<file path="src/rtl/cmp_engine_if.sv">
// Operand/function bus and result bus of the compare engine.
// The master drives operands and controls; the slave (cmp_engine) returns results.
interface cmp_engine_if #(
  parameter int WIDTH = 16,
  parameter int CNT_W = 8
);
  logic [WIDTH-1:0] A;
  logic [WIDTH-1:0] B;
  logic [2:0]       ALU_FUN;
  logic             SIGNED_MODE;
  logic             CMP_EN;
  logic             CNT_CLR;
  logic [1:0]       CMP_OUT;
  logic             CMP_Flag;
  logic [CNT_W-1:0] TRUE_CNT;
  logic [WIDTH-1:0] RUN_MAX;
  logic [WIDTH-1:0] RUN_MIN;

  modport master (
    output A, B, ALU_FUN, SIGNED_MODE, CMP_EN, CNT_CLR,
    input  CMP_OUT, CMP_Flag, TRUE_CNT, RUN_MAX, RUN_MIN
  );

  modport slave (
    input  A, B, ALU_FUN, SIGNED_MODE, CMP_EN, CNT_CLR,
    output CMP_OUT, CMP_Flag, TRUE_CNT, RUN_MAX, RUN_MIN
  );
endinterface

</file>
<file path="src/rtl/cmp_engine.sv">
// Two-stage pipelined signed/unsigned comparator with saturating true-result counter.
// Define CMP_TRACK_EN to build the running max/min tracker of operand A.
module cmp_engine #(
  parameter int WIDTH = 16,
  parameter int CNT_W = 8
) (
  input logic         CLK,
  input logic         RST,
  cmp_engine_if.slave bus
);
  localparam int STAGES = 1;

  localparam logic [2:0] FUN_NOP  = 3'd0;
  localparam logic [2:0] FUN_EQ   = 3'd1;
  localparam logic [2:0] FUN_GT   = 3'd2;
  localparam logic [2:0] FUN_LT   = 3'd3;
  localparam logic [2:0] FUN_CMP3 = 3'd4;
  localparam logic [2:0] FUN_NE   = 3'd5;

  localparam logic [CNT_W-1:0] CNT_MAX = '1;

  typedef struct packed {
    logic [WIDTH-1:0] a;
    logic [WIDTH-1:0] b;
    logic [2:0]       fun;
    logic             sm;
  } req_t;

  // vld_pipe[0] is the S1 valid, vld_pipe[STAGES] is CMP_Flag
  logic [STAGES:0]  vld_pipe;
  req_t             s1;
  logic [1:0]       cmp_out;
  logic [CNT_W-1:0] true_cnt;

  always_ff @(posedge CLK or negedge RST) begin
    if (!RST) begin
      vld_pipe <= '0;
      s1       <= '0;
    end else begin
      vld_pipe <= {vld_pipe[STAGES-1:0], bus.CMP_EN};
      if (bus.CMP_EN)
        s1 <= '{a: bus.A, b: bus.B, fun: bus.ALU_FUN, sm: bus.SIGNED_MODE};
    end
  end

  logic       eq, gt, lt;
  logic [1:0] res;
  logic       wr_res;

  always_comb begin
    eq = (s1.a == s1.b);
    if (s1.sm) gt = $signed(s1.a) > $signed(s1.b);
    else       gt = s1.a > s1.b;
    lt = !eq && !gt;
    res = 2'd0;
    case (s1.fun)
      FUN_EQ:   res = eq ? 2'd1 : 2'd0;
      FUN_GT:   res = gt ? 2'd2 : 2'd0;
      FUN_LT:   res = lt ? 2'd3 : 2'd0;
      FUN_CMP3: res = eq ? 2'd1 : (gt ? 2'd2 : 2'd3);
      FUN_NE:   res = eq ? 2'd0 : 2'd1;
      default:  res = 2'd0;
    endcase
  end

  // NOP still pulses the flag but leaves CMP_OUT and the counter alone
  assign wr_res = vld_pipe[0] && (s1.fun != FUN_NOP);

  always_ff @(posedge CLK or negedge RST) begin
    if (!RST) begin
      cmp_out  <= '0;
      true_cnt <= '0;
    end else begin
      if (wr_res) cmp_out <= res;
      if (bus.CNT_CLR)
        true_cnt <= '0;
      else if (wr_res && res != 2'd0 && true_cnt != CNT_MAX)
        true_cnt <= true_cnt + CNT_W'(1);
    end
  end

  assign bus.CMP_OUT  = cmp_out;
  assign bus.CMP_Flag = vld_pipe[STAGES];
  assign bus.TRUE_CNT = true_cnt;

`ifdef CMP_TRACK_EN
  logic [WIDTH-1:0] run_max, run_min;
  logic             trk_empty;
  logic             a_gt_max, a_lt_min;

  // Ordering follows the mode of the op being tracked, not the mode of earlier ops
  always_comb begin
    if (s1.sm) begin
      a_gt_max = $signed(s1.a) > $signed(run_max);
      a_lt_min = $signed(s1.a) < $signed(run_min);
    end else begin
      a_gt_max = s1.a > run_max;
      a_lt_min = s1.a < run_min;
    end
  end

  always_ff @(posedge CLK or negedge RST) begin
    if (!RST) begin
      run_max   <= '0;
      run_min   <= '0;
      trk_empty <= 1'b1;
    end else if (bus.CNT_CLR) begin
      run_max   <= '0;
      run_min   <= '0;
      trk_empty <= 1'b1;
    end else if (vld_pipe[0]) begin
      trk_empty <= 1'b0;
      if (trk_empty || a_gt_max) run_max <= s1.a;
      if (trk_empty || a_lt_min) run_min <= s1.a;
    end
  end

  assign bus.RUN_MAX = run_max;
  assign bus.RUN_MIN = run_min;
`else
  assign bus.RUN_MAX = '0;
  assign bus.RUN_MIN = '0;
`endif
endmodule

</file>
<file path="src/flat_wrapper.sv">
// flat-port wrapper written by rule: the top's interface ports become plain ports
module cmp_engine_flat 
#(
  parameter int WIDTH = 16,
  parameter int CNT_W = 8
)
  (CLK, RST, bus_A, bus_B, bus_ALU_FUN, bus_SIGNED_MODE, bus_CMP_EN, bus_CNT_CLR, bus_CMP_OUT, bus_CMP_Flag, bus_TRUE_CNT, bus_RUN_MAX, bus_RUN_MIN);
  cmp_engine_if #(.WIDTH(WIDTH), .CNT_W(CNT_W)) bus_i ();
  input logic CLK;
  input logic RST;
  input wire logic [$bits(bus_i.A)-1:0] bus_A;
  input wire logic [$bits(bus_i.B)-1:0] bus_B;
  input wire logic [$bits(bus_i.ALU_FUN)-1:0] bus_ALU_FUN;
  input wire logic [$bits(bus_i.SIGNED_MODE)-1:0] bus_SIGNED_MODE;
  input wire logic [$bits(bus_i.CMP_EN)-1:0] bus_CMP_EN;
  input wire logic [$bits(bus_i.CNT_CLR)-1:0] bus_CNT_CLR;
  output wire logic [$bits(bus_i.CMP_OUT)-1:0] bus_CMP_OUT;
  output wire logic [$bits(bus_i.CMP_Flag)-1:0] bus_CMP_Flag;
  output wire logic [$bits(bus_i.TRUE_CNT)-1:0] bus_TRUE_CNT;
  output wire logic [$bits(bus_i.RUN_MAX)-1:0] bus_RUN_MAX;
  output wire logic [$bits(bus_i.RUN_MIN)-1:0] bus_RUN_MIN;
  assign bus_i.A = bus_A;
  assign bus_i.B = bus_B;
  assign bus_i.ALU_FUN = bus_ALU_FUN;
  assign bus_i.SIGNED_MODE = bus_SIGNED_MODE;
  assign bus_i.CMP_EN = bus_CMP_EN;
  assign bus_i.CNT_CLR = bus_CNT_CLR;
  assign bus_CMP_OUT = bus_i.CMP_OUT;
  assign bus_CMP_Flag = bus_i.CMP_Flag;
  assign bus_TRUE_CNT = bus_i.TRUE_CNT;
  assign bus_RUN_MAX = bus_i.RUN_MAX;
  assign bus_RUN_MIN = bus_i.RUN_MIN;
  cmp_engine #(.WIDTH(WIDTH), .CNT_W(CNT_W)) u_core (.CLK(CLK), .RST(RST), .bus(bus_i));
endmodule
</file>
<file path="config.mk">
export PLATFORM = sky130hd
export DESIGN_NAME = cmp_engine_flat
export DESIGN_NICKNAME = d
export VERILOG_FILES = /design/src/rtl/cmp_engine_if.sv /design/src/rtl/cmp_engine.sv /design/src/flat_wrapper.sv
export SDC_FILE = /design/constraint.sdc
export NUM_CORES = 1
export LEC_CHECK = 0
export BUFFER_PORTS_ARGS = -buffer_cell sky130_fd_sc_hd__buf_4
export CAP_MARGIN = 20
export CORE_MARGIN = 4
export CORE_UTILIZATION = 40
export DETAILED_ROUTE_END_ITERATION = 10
export PLACE_DENSITY_LB_ADDON = 0.25
export SYNTH_ARGS = -nofsm -noshare
export SYNTH_HDL_FRONTEND = slang
export SYNTH_SLANG_ARGS = --single-unit
</file>
<file path="constraint.sdc">
create_clock -name CLK -period 4.3 [get_ports CLK]
set_clock_uncertainty 0.1 [all_clocks]
set_input_delay 0.215 -clock CLK [delete_from_list [all_inputs] [get_ports CLK]]
set_output_delay 0.215 -clock CLK [all_outputs]
set_load 0.05 [all_outputs]
</file>
==> flow_metrics.tcl <==
set metrics [dict create \
    netlist_top_cells_count "48 x dfrtp_1, 32 x buf_4, 30 x nand2_1, 20 x mux2_2, 20 x o21ai_0" \
    grt_pass1_wl_mm 8.11 \
    irDropWorstVdd_mv 0.171 \
    worstPathMaxFanout 9 \
    synth_warnings 0 \
    synthTopCellsByArea "dfrtp_1 44%, buf_4 8.7%, mux2_2 8.2%" \
    grt_max_degree 54 \
    fin_cells 393 \
    fin_tns_setup_ns 0 \
    async_reset_ff_share_pct 100 \
    finalWeightedCongestion 0.753 \
    gr-total-overflow 0 \
    worstMarginPinSlew_ns 0.609 \
    setup_viol 0 \
    slew_violations 0 \
    viasPerCell 4.64 \
    cp-start-kind "flop" \
    cts_max_level 2 \
    start_util_pct 40.8 \
    worstPathRequired_ns 4.39 \
    final_net_count 369 \
    yosysMostFrequentCell "dfrtp_1" \
    crit_chain "ha_1, a21oi_1, o21ai_1, a221o_1, a211o_2, xnor2_2, o22a_4, nor4b_2, mux2_4" \
    synth_seq_cells 48 \
    drt_iter0_drc 45 \
    vias 1824 \
    seq_area_sq_um 1200 \
    synth_cells 265 \
    die_height_um 91.1 \
    synth_edf_count 0 \
    worstSetupStartpoint "u_core.s1[25]$_DFFE_PN0P_" \
    finalCritPeriodShare_pct 67.4 \
    ys_types 43 \
    hold_class "in2reg" \
    worstSetupEndpointType "flop" \
    ant_nets 0 \
    fin_ws_ns 1.40 \
    cp_slowest_stage_delay_ns 0.39 \
    rows 30 \
    cts_num_sinks 48 \
    antenna_cells 0 \
    cts_tree "built" \
    hpwlAfterDp_mm 3.69 \
    p_total_mw 1.14 \
    cts_buffers 5 \
    drive_gt1_share_pct 30.7 \
    period_needed_ns 2.90 \
    dr.pass1.iters 4 \
    post-route-util_pct 47.3 \
    root_buffer "clkbuf_8" \
    clock.fmax_mhz 345 \
    floorplan.io_pins 83 \
    status "finished, final reports clean" \
    critical_path_class "reg2reg" \
    grt_pass1_vias 1833 \
    postCtsSetupBuffers 0 \
    p_leak_nw 1.55 \
    arrival_ns 2.98 \
    cts_buffer_depth 2 \
    hold_viol 0 \
    area_delta_synth_final_pct 15.8 \
    synth.avg_cell_area_sq_um 10.4 \
    power_density_nw_per_um2 355 \
    syn-cell-area_sq_um 2760 \
    dp_slack_ns 1.43 \
    worstSkewPairLatency_ns 0.29 \
    finalWirelength_mm 4.83 \
    crit_path_top_delay_cell "dfrtp_1" \
    wl_per_cell_um 12.3 \
    max_slew_margin_pct 59.4 \
    synth_top_area_share_pct 43.5 \
    yosys.area.top_type "dfrtp_1" \
    die_w_um 91.1 \
    grt_antenna_before_repair 0 \
    dieArea_sq_um 8290 \
    timing.rr.start "u_core.s1[25]$_DFFE_PN0P_" \
    fillers 652 \
    rsz0062_at_grt "false" \
    portBuffers 50 \
    ys_seq_area_share_pct 43.5 \
    dpl-instance-area_sq_um 3070 \
    multi_input_area_sq_um 1330 \
    path_clk_slew_ns 0.09 \
    whs_ns 0.0146 \
    hp-start "bus_B[9]" \
    place_inst 384 \
    fin_area_sq_um 3190 \
    core_area_sq_um 6760 \
    hold_buffers 1 \
    grt.total_usage_pct 12.0 \
    synth_flop_cell "dfrtp_1" \
    drcViolationCount 0 \
    maxCapViolCount 0 \
    cts_resized 0 \
]
[report_power, final]
part | switching, mW | leakage [nW] | internal, mW
Combinational | 0.187 | 0.910 | 0.112
Sequential | 0.0251 | 0.589 | 0.490
Clock | 0.148 | 0.0541 | 0.172
Total | 0.360 | 1.55 | 0.775
[registers in the layout (all words and copies together) (netlist names)]
name and flops:
u_core.vld_pipe 2, u_core.s1 36, u_core.bus.CMP_OUT 2, u_core.bus.TRUE_CNT 8
[kinds of logic (layout without fill, tap and decap cells)]
kind of cell | Yosys count | in the layout | synth area share, %
AND/OR/NAND/NOR | 68 | 68 | 14.3
buffers and inverters | 61 | 78 | 12.7
flip-flops | 48 | 48 | 43.5
AO/OA/AOI/OAI | 40 | 40 | 8.89
multiplexers | 26 | 26 | 11.2
adder cells (fa/ha/maj) | 17 | 17 | 7.71
XOR/XNOR | 4 | 4 | 1.54
other | 1 | 32 | 0.136
[path summary, 6_finish.rpt]
| check | to | slack [ns] | cells past startpoint |
|---|---|---|---|
| max reg2reg | u_core.bus.TRUE_CNT[7]$_DFFE_PN0P_ | 1.40 | 9 |
| min reg2reg | u_core.bus.CMP_OUT[1]$_DFFE_PN0P_ | 0.40 | 1 |
| min | u_core.s1[13]$_DFFE_PN0P_ | 0.01 | 3 |
| max in group asynchronous | u_core.bus.TRUE_CNT[0]$_DFFE_PN0P_ | 3.31 | 2 |
| min in group asynchronous | u_core.s1[4]$_DFFE_PN0P_ | 0.38 | 2 |
| max | u_core.bus.TRUE_CNT[7]$_DFFE_PN0P_ | 1.40 | 9 |
[layout by cell type (no fill, tap or decap), types with 2 or more instances in the layout]
cell type | Yosys | layout
a21oi_1 | 8 | 8
buf_4 | 32 | 50
clkbuf_8 | 0 | 5
conb_1 | 1 | 32
dfrtp_1 | 48 | 48
ha_1 | 17 | 17
inv_1 | 19 | 19
mux2_2 | 20 | 20
mux2_4 | 5 | 5
nand2_1 | 30 | 30
nand2b_1 | 2 | 2
nand3_1 | 3 | 3
nand4_1 | 3 | 3
nand4_2 | 2 | 2
nor2_1 | 9 | 9
nor2b_1 | 5 | 5
nor3_2 | 2 | 2
nor4b_2 | 2 | 2
o21ai_0 | 20 | 20
o31ai_1 | 2 | 2
or3_1 | 2 | 2
xor2_1 | 2 | 2
[metal layers]
layer | GRT usage [%] | wire length [um]
met4 | 3.77 | 51
met1 | 14.6 | 2220
met2 | 21.2 | 2330
met5 | 0 | 0
met3 | 2.15 | 230
[critical path, delay by kind of cell (launching register included)]
family                   cells  cell delay (ns)
XOR/XNOR                     1             0.16
multiplexers                 1             0.32
AO/OA/AOI/OAI                5             1.25
flip-flops                   1             0.39
adder cells (fa/ha/maj)      1             0.30
AND/OR/NAND/NOR              1             0.27
[final cells by class]
type,instances,share of cell area [%]
clock inverter,3,1.33
multi-input combinational,187,41.5
sequential,48,37.6
inverter,19,2.23
clock buffer,5,2.15
tap,80,3.13
timing repair buffer,51,12.1
Note: power is estimated with default switching activity, not from simulation.
